## src/rtl/uart_line_echo_ctrl.sv

```systemverilog
`default_nettype none
// ============================================================================
// Module   : uart_line_echo_ctrl
// Purpose  : Collects a line of UART RX bytes (with backspace editing) and
//            echoes it back on TX followed by CR LF.
// Revision : 1.0 - initial release
// ============================================================================
module uart_line_echo_ctrl #(
    parameter int LINE_LEN = 16
) (
    input  logic       clk,
    input  logic       rst_n,
    input  logic [7:0] rx_data,
    input  logic       rx_empty,
    output logic       rx_next,
    output logic [7:0] tx_data,
    output logic       tx_en,
    input  logic       tx_full,
    output logic       busy,
    output logic       ovf
);

    localparam int            CW     = $clog2(LINE_LEN + 1);
    localparam int            AW     = (LINE_LEN > 1) ? $clog2(LINE_LEN) : 1;
    localparam logic [CW-1:0] c_LAST = CW'(LINE_LEN - 1);
    localparam logic [7:0]    c_CR   = 8'h0D;
    localparam logic [7:0]    c_LF   = 8'h0A;
    localparam logic [7:0]    c_BS   = 8'h08;

    typedef enum logic [1:0] {
        COLLECT = 2'd0,
        SEND    = 2'd1,
        SEND_CR = 2'd2,
        SEND_LF = 2'd3
    } state_t;

    state_t        r_state;
    logic [CW-1:0] r_cnt;
    logic [CW-1:0] r_idx;
    logic          r_rx_next;
    logic          r_tx_en;
    logic [7:0]    r_tx_data;
    logic          r_ovf;
    logic [7:0]    r_buf [LINE_LEN];

    logic          w_take;
    logic          w_is_char;
    logic          w_store;
    logic [CW-1:0] w_cnt_m1;

    // A pop is blocked in the cycle rx_next is high so the FWFT head can advance.
    assign w_take    = (r_state == COLLECT) && !rx_empty && !r_rx_next;
    assign w_is_char = (rx_data != c_CR) && (rx_data != c_LF) && (rx_data != c_BS);
    assign w_store   = w_take && w_is_char;
    assign w_cnt_m1  = r_cnt - 1'b1;

    always_ff @(posedge clk) begin
        if (w_store) begin
            r_buf[r_cnt[AW-1:0]] <= rx_data;
        end
    end

    always_ff @(posedge clk or negedge rst_n) begin
        if (!rst_n) begin
            r_state   <= COLLECT;
            r_cnt     <= '0;
            r_idx     <= '0;
            r_rx_next <= 1'b0;
            r_tx_en   <= 1'b0;
            r_tx_data <= 8'h00;
            r_ovf     <= 1'b0;
        end else begin
            r_rx_next <= 1'b0;
            r_tx_en   <= 1'b0;
            r_ovf     <= 1'b0;
            case (r_state)
                COLLECT: begin
                    r_idx <= '0;
                    if (w_take) begin
                        r_rx_next <= 1'b1;
                        if (rx_data == c_CR) begin
                            r_state <= SEND;
                        end else if (rx_data == c_BS) begin
                            if (r_cnt != '0) begin
                                r_cnt <= w_cnt_m1;
                            end
                        end else if (rx_data != c_LF) begin
                            r_cnt <= r_cnt + 1'b1;
                            if (r_cnt == c_LAST) begin
                                r_ovf   <= 1'b1;
                                r_state <= SEND;
                            end
                        end
                    end
                end
                SEND: begin
                    if (r_cnt == '0) begin
                        r_state <= SEND_CR;
                    end else if (!tx_full) begin
                        r_tx_en   <= 1'b1;
                        r_tx_data <= r_buf[r_idx[AW-1:0]];
                        r_idx     <= r_idx + 1'b1;
                        if (r_idx == w_cnt_m1) begin
                            r_state <= SEND_CR;
                        end
                    end
                end
                SEND_CR: begin
                    if (!tx_full) begin
                        r_tx_en   <= 1'b1;
                        r_tx_data <= c_CR;
                        r_state   <= SEND_LF;
                    end
                end
                SEND_LF: begin
                    if (!tx_full) begin
                        r_tx_en   <= 1'b1;
                        r_tx_data <= c_LF;
                        r_cnt     <= '0;
                        r_idx     <= '0;
                        r_state   <= COLLECT;
                    end
                end
                default: r_state <= COLLECT;
            endcase
        end
    end

    assign rx_next = r_rx_next;
    assign tx_en   = r_tx_en;
    assign tx_data = r_tx_data;
    assign ovf     = r_ovf;
    assign busy    = (r_state != COLLECT);

endmodule
`default_nettype wire

```

## config.mk

```make
export PLATFORM = sky130hd
export DESIGN_NAME = uart_line_echo_ctrl
export DESIGN_NICKNAME = d
export VERILOG_FILES = /design/src/rtl/uart_line_echo_ctrl.sv
export SDC_FILE = /design/constraint.sdc
export NUM_CORES = 1
export LEC_CHECK = 0
export BUFFER_PORTS_ARGS = -buffer_cell sky130_fd_sc_hd__buf_2
export CAP_MARGIN = 30
export CORE_UTILIZATION = 43
export DETAILED_ROUTE_END_ITERATION = 10
export SLEW_MARGIN = 30
export SYNTH_ARGS = -nofsm -noshare
export SYNTH_HDL_FRONTEND = slang
export SYNTH_SLANG_ARGS = --single-unit
```

## constraint.sdc

```tcl
create_clock -name clk -period 3.6 [get_ports clk]
set_clock_uncertainty 0.2 [all_clocks]
set_input_delay 0.18 -clock clk [delete_from_list [all_inputs] [get_ports clk]]
set_output_delay 0.18 -clock clk [all_outputs]
set_load 0.01 [all_outputs]
```

Word-level counts from Yosys, hierarchy flattened:

Memory sizes are Yosys's and may differ from the RTL's.
Index checks and enable logic that the tools add are counted.

* register bits: 23
* RAM bits: 128
* input port bits: 12
* output and inout bits: 12
* logic and storage cells: 92
* memories kept: 1

* add/sub/neg operators: 3
* eq/ne operators: 23
* mux-type cells: 39
* reduce and logical (&&, ||, !) cells: 19

Memories
* r_buf: depth 16, bits a word 8, rd ports 1, clocked after Yosys merged registers in 0, wr ports 1, line 44 `logic [7:0] r_buf [LINE_LEN];`

Operators with widths (number)
* $mux 5: 8
* $mux 8: 4
* $ne 8x4->1 const B: 3
* $pmux 8 s3: 1
* $mux 2: 10
* $eq 8x4->1 const B: 2
* $pmux 5 s3: 1
* $mux 1: 12
* $ne 2x2->1 const B: 6
* $add 5x1->5 const B: 2
* $pmux 5 s2: 1
* $ne 3x1->1 const B: 3
* $ne 3x3->1 const B: 3
* $pmux 2 s4: 1
* $reduce_and 8->1: 1
* $reduce_and 6->1: 1
* $reduce_bool 3->1: 2
* $eq 5x4->1 const B: 1
* $eq 5x5->1: 1
* $logic_and 1x1->1: 5
* $logic_not 5->1: 1
* $reduce_and 5->1: 1
* $reduce_bool 5->1: 1
* $sub 5x1->5 const B: 1
* other kinds (9): 12

Longest topological paths before layout:

* word-level depth: 7
* gate-level depth with buffers: 7
* mapped depth without buffers: 7

Least setup slack after synthesis:

OpenSTA, ideal clock, no wires.

* path type: register to register
* from: reg r_state[1]
* to: mem r_buf[0][0] (enable)
* setup time: 0.383 ns
* data arrival time: 2.172 ns
* required time: 3.017 ns
* path slack: 0.844 ns
* stages on the path, launching flop included: 8
* buffers on the path: 0
* clock period less this slack: 2.756 ns
* path through: dfrtp_1 -> inv_1 -> ha_1 -> inv_1 -> nor3_1 -> a21boi_0 -> nand2_1 -> nor3_1

* word-level cells in the longest chain between the ends: 6

RTL lines
* start: declaration: line 37 `state_t r_state;`
* start signal: assignment: line 65 `r_state <= COLLECT;`
* start signal: assignment: line 82 `r_state <= SEND;`
* start signal: assignment: line 91 `r_state <= SEND;`
* $logic_not 2->1: line 52 `assign w_take = (r_state == COLLECT) && !rx_empty && !r_rx_next;`
* $logic_and 1x1->1 (2 in a row): line 52
* $logic_and 1x1->1: line 54 `assign w_store = w_take && w_is_char;`
* $mux 1: line 58 `if (w_store) begin`
* $mux 1 (implied by the code): line 59 `r_buf[r_cnt[AW-1:0]] <= rx_data;`
* end: declaration: line 44

Every way passes these cells.

Worst setup path in the final report:

* from: reg r_state[1]
* to: mem r_buf[0][2] (enable)

The elaborated chain is that of the path after synthesis.

==> out/qor.yml <==
synthesis:
  syn_inst: 366
  syn_area_per_cell_um2: 17.39
  ys_warn_count: 0
  synth_flop_cell: "edfxtp_1"
  ys_seq_elements: 151
  synth.most_common_cell: "edfxtp_1"
  synth_top_cells_by_count: "128 x edfxtp_1, 32 x mux4_2, 23 x dfrtp_1"
  synth_seq_area_share_pct: 69.45
  synth_top_area_share_pct: 60.40
  synthDistinctLibCells: 51
  syn_area_um2: 6364
  async_flop_share_pct: 15.23
  syn-num-nets: 390
  synth_area_leaders: "edfxtp_1 60%, mux4_2 11%, dfrtp_1 9.0%, ha_1 2.4%, mux2i_1 1.9%"
  yosys.area.top_type: "edfxtp_1"
  synth_edf_count: 128
timing:
  hold_violations: 0
  fmax_mhz: 329.7
  maxSlewViolCount: 0
  rsz0062_at_grt: "false"
  relSlewSlack_pct: 51.94
  fin_tns_setup_ns: 0
  tightest_slew_ns: 0.7195
  finalSetupViolations: 0
  period_share_pct: 84.25
  finalCriticalPeriod_ns: 3.033
finish:
  final_layout_size_suffix_gt1_share_pct: 26.50
  syn_to_final_growth_pct: 17.77
  antennaDiodeCount: 0
  nets: 445
worst_setup_path:
  critPathLaunchType: "flop"
  arrival_ns: 2.95
  crit_path_end_kind: "flop"
  worstSetupStartpoint: "r_state[1]$_DFFE_PN0P_"
  worst_ep_required_time_ns: 3.52
  cpMaxStageDelayCell: "a21boi_0"
  worst-path-buf-inv: 3
  path_max_fanout: 8
  rr_startpoint: "r_state[1]$_DFFE_PN0P_"
  crit_family: "simple AND/OR/NAND/NOR gates"
  cpPeakStageDelay_ns: 0.54
  crit_type: "reg2reg"
  crit_chain: "inv_1 > ha_1 > inv_1 > nor3_1 > a21boi_0 > nand2_1 > nor3_1 > buf_4"
pwr:
  power_mw: 5.486
  worst_ir_drop_vdd_mv: 0.4247
  power_density_nw_per_um2: 732.0
  leakagePower_nw: 2.569
global_routing:
  grt_pass1_vias: 3556
  grt_max_degree: 24
  antenna_found_initial: 0
  grt_pass1_wl_mm: 20.79
  grt_usage_pct: 19.56
  grt_overflow: 0
clock_tree:
  numCtsBuffers: 17
  cts_root_buf: "clkbuf_16"
  cts_hold_buf: 8
  post_cts_resized: 0
  path_clk_slew_ns: 0.06
  post_cts_buffers: 0
  htreeDepth: 4
  clk_latency_ns: 0.42
  cts_sinks: 151
  clock_path_buffers: 2
  tritoncts: "done"
detailed_routing:
  first_pass_iters: 5
  routed_wl_mm: 13.76
  wl_per_cell_um: 22.26
  drt_iter0_drc: 276
  vias_per_cell: 5.634
  drt.antenna.violating_nets: 0
  drc: 0
  via_count: 3482
floorplanning:
  start_util_pct: 43.95
  die_area_um2: 15290
  core_area_um2: 14480
  pin_count: 24
  die_y_um: 123.7
  die_width_um: 123.7
  rows: 44
placement:
  hpwl_mm: 8.875
  place_congestion: 0.8732
  numPortBuffers: 23
min_path:
  holdCritPathClass: "in2reg"
  hp-start: "rx_data[0]"
flow_run:
  maxCapViolCount: 0
outcome:
  status: "finished, final reports clean"
==> metal layers <==
metal | up-vias | GRT usage, % | wire length (um)
li1 | 1578 | - | -
met1 | 1775 | 25.90 | 6027
met2 | 117 | 31.91 | 6858
met3 | 12 | 4.121 | 679
met4 | 0 | 7.003 | 191
met5 | - | 0 | 0
==> final cells by class <==
| type | instances | area (um^2) |
|---|---|---|
| fillers | 1157 | 6984 |
| flip-flops and latches | 151 | 4420 |
| multi-input cells | 190 | 1841 |
| clock buffers | 19 | 432.9 |
| repair buffers | 52 | 365.4 |
| well taps | 184 | 230.2 |
| clock inverters | 13 | 171.4 |
| inverters | 9 | 33.78 |
==> where the power goes <==
group	internal (mW)	switching [mW]	leakage (nW)
clock	1.10	0.711	0.284
sequential	2.05	0.137	1.45
combinational	0.666	0.826	0.839
==> through the flow <==
stage,utilization (%),std cells,hold slack [ns],instance area (um^2),worst slack (ns)
after floorplan,-,366,-0.3156,6364,0.8444
after global placement,47.04,578,-0.003240,6810,0.6158
after detailed placement,47.04,578,0.008023,6810,0.6147
after CTS,51.76,618,0.001582,7495,0.5952
after global routing,51.76,618,0.01420,7495,0.2444
final,51.76,618,0.005595,7495,0.5671
==> logic make-up (layout without fill, tap and decap cells) <==
group                      Yosys count  count (layout)  synth area share, %
muxes                               47              47                13.74
DFF                                151             151                69.45
adders and majority gates           12              12                2.359
AOI/OAI and AO/OA                   46              46                5.329
and+or+nand+nor                     75              75                6.115
buffers and inverters               25              93                1.632
xor gates and xnor gates            10              10                1.376
==> path summary, 6_finish.rpt <==
path	to	slack [ns]	depth (start not counted)
max in group asynchronous	r_idx[0]$_DFFE_PN0P_	2.71	2
setup / recovery	r_buf[0][2]$_DFFE_PP_	0.57	8
hold / removal	r_buf[11][0]$_DFFE_PP_	0.006	1
setup reg to reg	r_buf[0][2]$_DFFE_PP_	0.57	8
hold reg to reg	tx_data[4]$_DFFE_PN0P_	0.30	2
min in group asynchronous	tx_data[7]$_DFFE_PN0P_	0.09	2
==> placed cells by master (no fill, tap or decap), drive strengths merged, types with 12 or more instances in the layout <==
master    n
nand2    16
edfxtp  128
dfrtp    23
mux2i    12
mux4     32
clkbuf   19
buf      44
nor2     22
inv      12
ha       12
==> sequential cells by signal, indices dropped and copies added (netlist names) <==
| register | flops |
|---|---|
| r_buf | 128 |
| tx_data | 8 |
| r_cnt | 5 |
| r_idx | 5 |
| r_state | 2 |
| ovf | 1 |
| rx_next | 1 |
| tx_en | 1 |
==> worst register-to-register path, cell delays in order, from the launching register on <==
cell and delay, ns:
dfrtp_1 0.42, inv_1 0.18, ha_1 0.28, inv_1 0.15, nor3_1 0.32, a21boi_0 0.54
nand2_1 0.26, nor3_1 0.19, buf_4 0.21
(Power assumes the default switching activity.)
